--- src/rtl/core_types_pkg.sv ---
// Shared core types: physical register tags and completion-bus sizing used by
// the execute-to-dispatch completion path.
package core_types_pkg;

    localparam int PHYS_REG_TAG_W = 6;
    typedef logic [PHYS_REG_TAG_W-1:0] phys_reg_tag_t;

    localparam int NUM_COMPLETE_SRCS   = 4;
    localparam int NUM_COMPLETE_BUSES  = 3;
    localparam int COMPLETE_FIFO_DEPTH = 2;

    typedef logic [$clog2(NUM_COMPLETE_SRCS)-1:0] complete_src_id_t;

    typedef struct packed {
        phys_reg_tag_t dest_phys_reg_tag;
    } complete_req_t;

endpackage

--- src/rtl/complete_req_fifo.sv ---
// Per-source completion FIFO: holds dest phys reg tags until the arbiter pops
// them; flush empties it and drops any push in the same cycle.
module complete_req_fifo
    import core_types_pkg::*;
#(
    parameter int DEPTH = COMPLETE_FIFO_DEPTH
)
(
    input  logic                      CLK,
    input  logic                      RST,
    input  logic                      flush,
    input  logic                      push,
    input  logic                      pop,
    input  logic [PHYS_REG_TAG_W-1:0] push_tag,
    output logic [PHYS_REG_TAG_W-1:0] head_tag,
    output logic                      full,
    output logic                      empty
);

    localparam int PTR_W = $clog2(DEPTH);
    localparam int CNT_W = PTR_W + 1;

    complete_req_t    mem [DEPTH];
    logic [PTR_W-1:0] wr_ptr;
    logic [PTR_W-1:0] rd_ptr;
    logic [CNT_W-1:0] count;

    always_ff @(posedge CLK) begin
        if (RST || flush) begin
            wr_ptr <= '0;
            rd_ptr <= '0;
            count  <= '0;
        end else begin
            if (push) wr_ptr <= wr_ptr + PTR_W'(1);
            if (pop)  rd_ptr <= rd_ptr + PTR_W'(1);
            count <= count + CNT_W'(push) - CNT_W'(pop);
        end
    end

    // Storage carries no reset; entries are only read while count says valid.
    always_ff @(posedge CLK) begin
        if (!RST && !flush && push) begin
            mem[wr_ptr].dest_phys_reg_tag <= push_tag;
        end
    end

    assign head_tag = mem[rd_ptr].dest_phys_reg_tag;
    assign full     = (count == CNT_W'(DEPTH));
    assign empty    = (count == '0);

endmodule

--- src/rtl/complete_bus_arbiter.sv ---
// Round-robin arbiter sharing the complete buses among buffered completion
// sources. Optional protocol checker enabled by COMPLETE_ARB_CHECK_EN.
module complete_bus_arbiter
    import core_types_pkg::*;
#(
    parameter int NUM_REQ    = NUM_COMPLETE_SRCS,
    parameter int NUM_BUS    = NUM_COMPLETE_BUSES,
    parameter int FIFO_DEPTH = COMPLETE_FIFO_DEPTH
)
(
    input  logic                                      CLK,
    input  logic                                      RST,
    input  logic                                      flush,
    input  logic [NUM_REQ-1:0]                        req_valid,
    input  logic [NUM_REQ-1:0][PHYS_REG_TAG_W-1:0]    req_phys_reg_tag,
    output logic [NUM_REQ-1:0]                        req_ready,
    output logic [NUM_BUS-1:0]                        complete_bus_valid,
    output logic [NUM_BUS-1:0][PHYS_REG_TAG_W-1:0]    complete_bus_dest_phys_reg_tag,
    output logic [NUM_BUS-1:0][$clog2(NUM_REQ)-1:0]   complete_bus_src_id,
    output logic                                      DUT_error
);

    localparam int SRC_W = $clog2(NUM_REQ);
    localparam int GCNT_W = $clog2(NUM_BUS + 1);

    logic [NUM_REQ-1:0]        full;
    logic [NUM_REQ-1:0]        empty;
    logic [NUM_REQ-1:0]        push;
    logic [NUM_REQ-1:0]        pop;
    logic [PHYS_REG_TAG_W-1:0] head_tag [NUM_REQ];

    logic [SRC_W-1:0]  rr_ptr;
    logic [SRC_W-1:0]  last_src;
    logic [SRC_W-1:0]  idx;
    logic [SRC_W:0]    scan;
    logic [GCNT_W-1:0] gcnt;
    logic              any_grant;

    // Ready comes from registered FIFO counts only, so a pop never lends credit
    // to a push in the same cycle.
    assign req_ready = ~full;
    assign push      = req_valid & req_ready & {NUM_REQ{~flush}};

    for (genvar g = 0; g < NUM_REQ; g++) begin : g_fifo
        complete_req_fifo #(.DEPTH(FIFO_DEPTH)) u_fifo (
            .CLK      (CLK),
            .RST      (RST),
            .flush    (flush),
            .push     (push[g]),
            .pop      (pop[g]),
            .push_tag (req_phys_reg_tag[g]),
            .head_tag (head_tag[g]),
            .full     (full[g]),
            .empty    (empty[g])
        );
    end

    // Scan from rr_ptr; the k-th non-empty source found drives bus k.
    always_comb begin
        pop                            = '0;
        complete_bus_valid             = '0;
        complete_bus_dest_phys_reg_tag = '0;
        complete_bus_src_id            = '0;
        gcnt                           = '0;
        last_src                       = rr_ptr;
        any_grant                      = 1'b0;
        scan                           = '0;
        idx                            = '0;
        for (int k = 0; k < NUM_REQ; k++) begin
            scan = {1'b0, rr_ptr} + (SRC_W+1)'(k);
            if (scan >= (SRC_W+1)'(NUM_REQ)) scan = scan - (SRC_W+1)'(NUM_REQ);
            idx = scan[SRC_W-1:0];
            if (!flush && !empty[idx] && (gcnt < GCNT_W'(NUM_BUS))) begin
                pop[idx] = 1'b1;
                for (int b = 0; b < NUM_BUS; b++) begin
                    if (gcnt == GCNT_W'(b)) begin
                        complete_bus_valid[b]             = 1'b1;
                        complete_bus_dest_phys_reg_tag[b] = head_tag[idx];
                        complete_bus_src_id[b]            = idx;
                    end
                end
                gcnt      = gcnt + GCNT_W'(1);
                last_src  = idx;
                any_grant = 1'b1;
            end
        end
    end

    always_ff @(posedge CLK) begin
        if (RST) begin
            rr_ptr <= '0;
        end else if (any_grant) begin
            rr_ptr <= (last_src == SRC_W'(NUM_REQ - 1)) ? '0 : last_src + SRC_W'(1);
        end
    end

`ifdef COMPLETE_ARB_CHECK_EN
    logic [NUM_REQ-1:0] stall_q;
    logic               err_zero_tag;
    logic               err_dup_tag;
    logic               err_drop;

    always_comb begin
        err_zero_tag = 1'b0;
        err_dup_tag  = 1'b0;
        for (int i = 0; i < NUM_REQ; i++) begin
            if (push[i] && (req_phys_reg_tag[i] == '0)) err_zero_tag = 1'b1;
        end
        for (int a = 0; a < NUM_BUS; a++) begin
            for (int b = a + 1; b < NUM_BUS; b++) begin
                if (complete_bus_valid[a] && complete_bus_valid[b] &&
                    (complete_bus_dest_phys_reg_tag[a] == complete_bus_dest_phys_reg_tag[b]))
                    err_dup_tag = 1'b1;
            end
        end
        err_drop = |(stall_q & ~req_valid);
    end

    // A stalled source (valid without ready) must keep presenting next cycle.
    always_ff @(posedge CLK) begin
        if (RST) begin
            DUT_error <= 1'b0;
            stall_q   <= '0;
        end else begin
            DUT_error <= err_zero_tag | err_dup_tag | err_drop;
            stall_q   <= req_valid & ~req_ready;
            if (err_zero_tag) $display("complete_bus_arbiter: push with zero dest tag");
            if (err_dup_tag)  $display("complete_bus_arbiter: duplicate tag on complete buses");
            if (err_drop)     $display("complete_bus_arbiter: req_valid dropped while stalled");
        end
    end
`else
    assign DUT_error = 1'b0;
`endif

endmodule

--- config.mk ---
export PLATFORM = sky130hd
export DESIGN_NAME = complete_bus_arbiter
export DESIGN_NICKNAME = d
export VERILOG_FILES = /design/src/rtl/core_types_pkg.sv /design/src/rtl/complete_req_fifo.sv /design/src/rtl/complete_bus_arbiter.sv
export SDC_FILE = /design/constraint.sdc
export NUM_CORES = 1
export LEC_CHECK = 0
export ABC_CLOCK_PERIOD_IN_PS = 6500
export BUFFER_PORTS_ARGS = -buffer_cell sky130_fd_sc_hd__buf_4
export CAP_MARGIN = 5
export CORE_ASPECT_RATIO = 0.9
export CORE_MARGIN = 1
export CORE_UTILIZATION = 45
export DETAILED_ROUTE_END_ITERATION = 6
export PLACE_DENSITY = 0.71
export SLEW_MARGIN = 30
export SYNTH_ARGS = -nofsm -noshare
export SYNTH_HDL_FRONTEND = slang
export SYNTH_SLANG_ARGS = --single-unit
--- constraint.sdc ---
create_clock -name CLK -period 6.5 [get_ports CLK]
set_input_delay 0 -clock CLK [delete_from_list [all_inputs] [get_ports CLK]]
set_output_delay 0 -clock CLK [all_outputs]
set_load 0.005 [all_outputs]
# Word-level counts from Yosys, hierarchy flattened
# Memory sizes are Yosys's and may differ from the RTL's. A register that Yosys moved wholly into a read port is not among the register bits.
# Cells that the tools add are included.
[totals]
romBits = 0
memories = 4
ff_bits = 18
wordCells = 216
input_bits = 31
out_inout_bits = 32
latch_bits = 0
ramBits = 48
[mem_list]
columns = ["name", "words", "word_bits", "read_ports", "rd_ports_with_merged_regs", "wr", "line", "rtl"]
rows = [
  ["g_fifo[0].u_fifo.mem", 2, 6, 1, 1, 1, "complete_req_fifo.sv:23", "complete_req_t mem [DEPTH];"],
  ["g_fifo[1].u_fifo.mem", 2, 6, 1, 1, 1, "complete_req_fifo.sv:23", ""],
  ["g_fifo[2].u_fifo.mem", 2, 6, 1, 1, 1, "complete_req_fifo.sv:23", ""],
  ["g_fifo[3].u_fifo.mem", 2, 6, 1, 1, 1, "complete_req_fifo.sv:23", ""],
]
[classes]
shifts = 0
eq_ne = 11
muxes = 102
div = 0
magnitude_cmp = 19
n_bitwise = 11
mul = 0
add_sub_neg = 26
reduce_logical = 30
[op_table]
columns = ["operator", "n"]
rows = [
  ["$mux W6", 21],
  ["$mux W18", 3],
  ["$bmux W6 S2", 4],
  ["$mux W2", 21],
  ["$mux W1", 38],
  ["$ge A3 B3 Y1 const B", 7],
  ["$eq A2 B2 Y1 const B", 8],
  ["$logic_and A1 B1 Y1", 16],
  ["$mux W4", 4],
  ["$logic_not A2 Y1", 7],
  ["$lt A2 B3 Y1 const B", 4],
  ["$not A2 Y3", 4],
  ["$or A4 B4 Y4", 3],
  ["$mux W3", 3],
  ["$add A1 B1 Y1 const B", 8],
  ["$add A2 B1 Y2", 4],
  ["$and A4 B4 Y4", 2],
  ["$bmux W1 S2", 4],
  ["$demux W1 S2", 4],
  ["$ge A2 B1 Y1 const B", 4],
  ["$sub A2 B1 Y2", 4],
  ["$sub A2 B1 Y2 const B", 4],
  ["$add A2 B1 Y2 const B", 3],
  ["$add A2 B2 Y3 const B", 2],
  ["other kinds (8)", 17],
]

# Logic depth before layout (Yosys ltp)
[depth]
depth_word = 18
ltp_mapped = 20
mapped_depth_nobuf = 16

# Cells and area by module
# A second synthesis with hierarchy kept.
[hier_totals]
cells_unflattened = 404
hier_area_um2 = 4559.4
[modules_own_cells]
columns = ["module", "n_inst", "seq_area_each_um2", "cells_each", "area_each_um2"]
rows = [
  ["complete_req_fifo", 4, 460.4, 41, 665.6],
  ["complete_bus_arbiter", 1, 40.0, 240, 1896.8],
]

# Worst setup path before layout
# No wires, ideal clock.
[synth_path]
kind = "register to register"
startpoint = "register rr_ptr[0]"
endpoint = "register g_fifo[1].u_fifo.count[1]"
slack_ns = 1.618
synth_period_minus_slack_ns = 4.882
t_required_ns = 6.372
path_buffers = 4
setup_time_ns = 0.128
path_stages_with_launch = 20
t_arrival_ns = 4.754
path_cell_list = "dfxtp_1 inv_1 buf_1 clkbuf_1 ha_1 buf_2 inv_1 a211o_1 a21oi_1 clkbuf_1 inv_1 fa_1 or4_1 nand4_1 nand2_1 xor2_1 ha_1 xor2_1 xnor2_1 nor2_1"
[synth_between]
elab_chain_len = 17
elab_cells_between_ends = 70
classes_between = "add/sub (10); order compare (15); mux (27); bitwise (3); reduce/logical (15)"
[synth_rtl]
columns = ["item", "line", "rtl"]
rows = [
  ["start, declared", "complete_bus_arbiter.sv:32", "logic [SRC_W-1:0] rr_ptr;"],
  ["start signal, assigned", "complete_bus_arbiter.sv:93", "rr_ptr <= (last_src == SRC_W'(NUM_REQ - 1)) ? '0 : last_src + SRC_W'(1);"],
  ["$ge A2 B3 Y1 / $sub A2 B1 Y2 (equally long branches)", "complete_bus_arbiter.sv:71", "if (scan >= (SRC_W+1)'(NUM_REQ)) scan = scan - (SRC_W+1)'(NUM_REQ);"],
  ["$mux W2", "complete_bus_arbiter.sv:71", ""],
  ["$bmux W1 S2", "complete_bus_arbiter.sv:73", "if (!flush && !empty[idx] && (gcnt < GCNT_W'(NUM_BUS))) begin"],
  ["$mux W1 (implied by the code)", "complete_bus_arbiter.sv:73", ""],
  ["$logic_not A1 Y1", "complete_bus_arbiter.sv:73", ""],
  ["$logic_and A1 B1 Y1", "complete_bus_arbiter.sv:73", ""],
  ["$mux W1", "complete_bus_arbiter.sv:73", ""],
  ["$lt A2 B2 Y1", "complete_bus_arbiter.sv:73", ""],
  ["$logic_and A1 B1 Y1", "complete_bus_arbiter.sv:73", ""],
  ["$mux W2", "complete_bus_arbiter.sv:73", ""],
  ["$lt A2 B2 Y1", "complete_bus_arbiter.sv:73", ""],
  ["$logic_and A1 B1 Y1", "complete_bus_arbiter.sv:73", ""],
  ["$mux W2", "complete_bus_arbiter.sv:73", ""],
  ["$lt A2 B2 Y1", "complete_bus_arbiter.sv:73", ""],
  ["$logic_and A1 B1 Y1", "complete_bus_arbiter.sv:73", ""],
  ["$mux W4 *", "complete_bus_arbiter.sv:73", ""],
  ["$sub A2 B1 Y2 *", "complete_req_fifo.sv:36", "count <= count + CNT_W'(push) - CNT_W'(pop);"],
  ["end signal, assigned", "complete_req_fifo.sv:36", ""],
  ["end, declared", "complete_req_fifo.sv:26", "logic [CNT_W-1:0] count;"],
]
# Every way passes the cells marked *; elsewhere a longest branch is shown, timed or not. The select of a mux whose other input is x is not followed.
# A chain may end at the register's enable or synchronous reset.

==> reports/results.ini <==
[outcome]
status=finished, final reports clean

[hold_path]
min_path_type=in2reg

[clock_tree]
worstSkewPairLatency_ns=0.33
h-tree-depth=3
cts_tree=done
cts_root_buf=clkbuf_8
path_clk_slew_ns=0.07
cts.sinks=70
cts_max_path_buffers=2
cts_resized=0
cts_buffers=9

[sta]
max_slew_margin_pct=36.07
tightest_slew_ns=0.9516
rsz0062_at_grt=false
holdWs_ns=0.08167
fin_crit_sh_pct=74.98
hold_viol=0
finClkSkew_ns=0.008182
setup-tns-final_ns=0
setup_viol=0
layout_min_cycle_time_ns=4.874
fmax_mhz=205.2
slew_viol_final=0

[yosys]
synth.most_common_cell=nor2_1
ys.flop_type=edfxtp_1
synth_edf_count=48
synthTopCellsByArea=edfxtp_1, dfxtp_1, nor2_1
synth-seq-cells=70
synth_cell_types=53
ys_seq_area_share_pct=41.87
synthCells=471
synth_top_family_by_area=simple AND/OR/NAND/NOR gates
synthSimpleGateAreaFrac_pct=17.04
syn_area_mm2=0.004494
syn_avg_cell_area_um2=9.542
postSynth.asyncResetShare_pct=0
yosysTopAreaCellShare_pct=32.07
syn_nets=520
yosys_warnings=0
synthTopCellsByCount=nor2_1, edfxtp_1, nand2_1
synth_compound_area_share_pct=16.01
yosys.area.top_type=edfxtp_1
synthAdderAreaFrac_pct=5.178
synthXorXnorAreaFrac_pct=4.594
muxShareOfSynthArea_pct=11.05

[cells_and_area]
multi_input_area_mm2=0.002455
register_area_mm2=0.001882
fill_cells=861
area_growth_pct=21.60
antennaDiodeCount=0
layout.nets=589
drive_above_1_share_pct=20.55

[placement]
dpl.hpwl_um=8048
numPortBuffers=61
globalplace.congestion=0.8584

[worst_setup_path]
start_kind=flop
timing.rr.start=rr_ptr[0]$_SDFFE_PP0P_
crit_type=reg2out
r2r_slack_ns=1.69
endpoint=complete_bus_dest_phys_reg_tag[2]
path_max_fanout=43
reg2reg_depth=18
cpMaxStageDelayCell=nand3_1
critPathLaunch=rr_ptr[0]$_SDFFE_PP0P_
crit_arrival_ns=4.87
critical_path.max_stage_delay_ns=0.54
cp_cell_sequence=buf_4, inv_1, buf_4, ha_1, inv_1, a211o_1, a21oi_1, buf_4, ha_1, o31ai_1, o21a_1, nand3_1, o21ai_0, buf_4
r2r_end=g_fifo[2].u_fifo.count[1]$_SDFF_PP0_
cp_common_cell=buf_4
cp-end-kind=primary output
cp.required_ns=6.50

[grt]
gr-total-overflow=0
grt_usage_pct=21.64
grt_pass1_wl_um=17480
grt_start_max_net_pins=44
antenna_found_initial=0
grt_pass1_vias=3646

[pwr]
clkPwrFrac_pct=18.7
power.net_switching_mw=0.6230
powerDensity_mw_per_mm2=294.6
pwr-share-seq_pct=32.8
pwr-share-comb_pct=48.5
leakagePower_nw=2.203
switching_share_pct=38.70
max-vdd-ir-drop_mv=0.1686
p_int_mw=0.9870

[detailed_routing]
drc=0
ant_nets=0
viasPerCell=5.715
drtPass1Iterations=7
num_vias=3835
wl_um=11070
drtIter0Drc=291
drt-wirelength-per-cell_um=16.49

[floorplanning]
coreArea_mm2=0.009699
die_h_um=96.81
design.portCount=63
initial_utilization_pct=46.34
die_area_mm2=0.01039
chipWidth_um=107.3
num_rows=34

[job]
maxCapViolCount=0

==> flip-flops by register name (all words and copies together) (netlist names), named ones only <==
register and flops:
g_fifo.u_fifo.wr_ptr 4, g_fifo.u_fifo.rd_ptr 4, g_fifo.u_fifo.count 8, g_fifo.u_fifo.mem 48, rr_ptr 2
==> routing by layer <==
metal  track usage, %  up-vias  part of all wire, %
met5                0        -                    0
met1            26.53     1842                   42
met4            7.587        0                  2.2
li1                 -     1864                    -
met3            3.302       19                  4.1
met2            38.26      110                   52
==> layout by cell type, fill, tap and decap left out, types with 4 or more instances in the layout <==
cell type,count
a21o_1,13
mux2i_1,20
dfxtp_1,22
nand3_1,14
xor2_1,8
xnor2_1,13
a41o_1,6
clkbuf_8,10
nand2_1,39
o21ai_0,15
a221o_1,6
a211oi_1,7
a222oi_1,4
o211ai_1,8
nor2_1,68
inv_1,10
dlygate4sd3_1,25
nor3_1,11
mux2_2,20
and2_1,4
edfxtp_1,48
a21oi_1,22
or3_1,8
nand2b_1,5
buf_4,67
nor3_2,4
o31ai_1,7
ha_1,17
a31oi_1,6
nand4_1,5
==> per-stage QoR <==
step | worst slack (ns) | instances | utilization, % | power [mW] | area [um2]
after floorplan | 1.618 | 471 | - | 1.074 | 4494
after global placement | 1.993 | 630 | 51.70 | 1.270 | 5015
after detailed placement | 1.820 | 630 | 51.70 | 1.290 | 5015
after CTS | 1.474 | 671 | 56.10 | 1.604 | 5441
after global routing | 1.180 | 671 | 56.35 | 1.709 | 5465
final | 1.626 | 671 | 56.35 | 1.610 | 5465
==> power groups by stage <==
| stage | Sequential [mW] | Combinational (mW) | Clock, mW |
|---|---|---|---|
| 2_1_floorplan | 0.530 | 0.544 | 0 |
| 3_3_place_gp | 0.536 | 0.734 | 0 |
| 3_5_place_dp | 0.537 | 0.753 | 0 |
| 4_1_cts | 0.528 | 0.769 | 0.308 |
| 5_1_grt | 0.531 | 0.850 | 0.328 |
| 6_report | 0.528 | 0.781 | 0.301 |
==> repair_timing <==
action | 4_1_cts | 5_1_grt
endpoints found under the setup margin | 0 | 0
endpoints found under the hold margin | 50 | 0
buffers inserted | 0 | 0
hold buffers | 25 | 0
==> final cells by class <==
cell class / instances / share of cell area [%]
Clock inverter: 5 / 0.6410
Sequential cell: 70 / 34.43
Clock buffer: 11 / 2.587
Timing Repair Buffer: 92 / 13.78
Multi-Input combinational cell: 356 / 44.92
Inverter: 11 / 0.7555
Tap cell: 126 / 2.885
==> worst min-delay path by stage <==
stage | to | slack [ns] | startpoint | depth (start not counted)
5_1_grt | g_fifo[3].u_fifo.wr_ptr$_SDFFE_PP0P_ | 0.12 | req_valid[3] | 4
4_1_cts | g_fifo[3].u_fifo.wr_ptr$_SDFFE_PP0P_ | 0.07 | req_valid[3] | 4
2_1_floorplan | rr_ptr[0]$_SDFFE_PP0P_ | 0.07 | RST | 1
3_5_place_dp | g_fifo[1].u_fifo.mem[0][4]$_DFFE_PP_ | 0.19 | req_phys_reg_tag[10] | 1
6_report | g_fifo[1].u_fifo.wr_ptr$_SDFFE_PP0P_ | 0.08 | req_valid[1] | 4
3_3_place_gp | g_fifo[1].u_fifo.mem[0][5]$_DFFE_PP_ | 0.18 | req_phys_reg_tag[11] | 1
==> worst max-delay path, delay by kind of cell (launching register included) <==
family,cells,cell delay [ns]
fa+ha+maj,2,0.63
flops,1,0.31
simple gates,1,0.54
buf+inv,6,1.42
compound gates,5,1.64
==> kinds of logic after synthesis <==
family	count (synthesis)
other	1
AOI/OAI and AO/OA	103
adders and majority gates	18
muxes	43
xor gates and xnor gates	22
DFF	70
buffers and inverters	45
and+or+nand+nor	169
No activity file was read; power rests on OpenSTA's default activity.
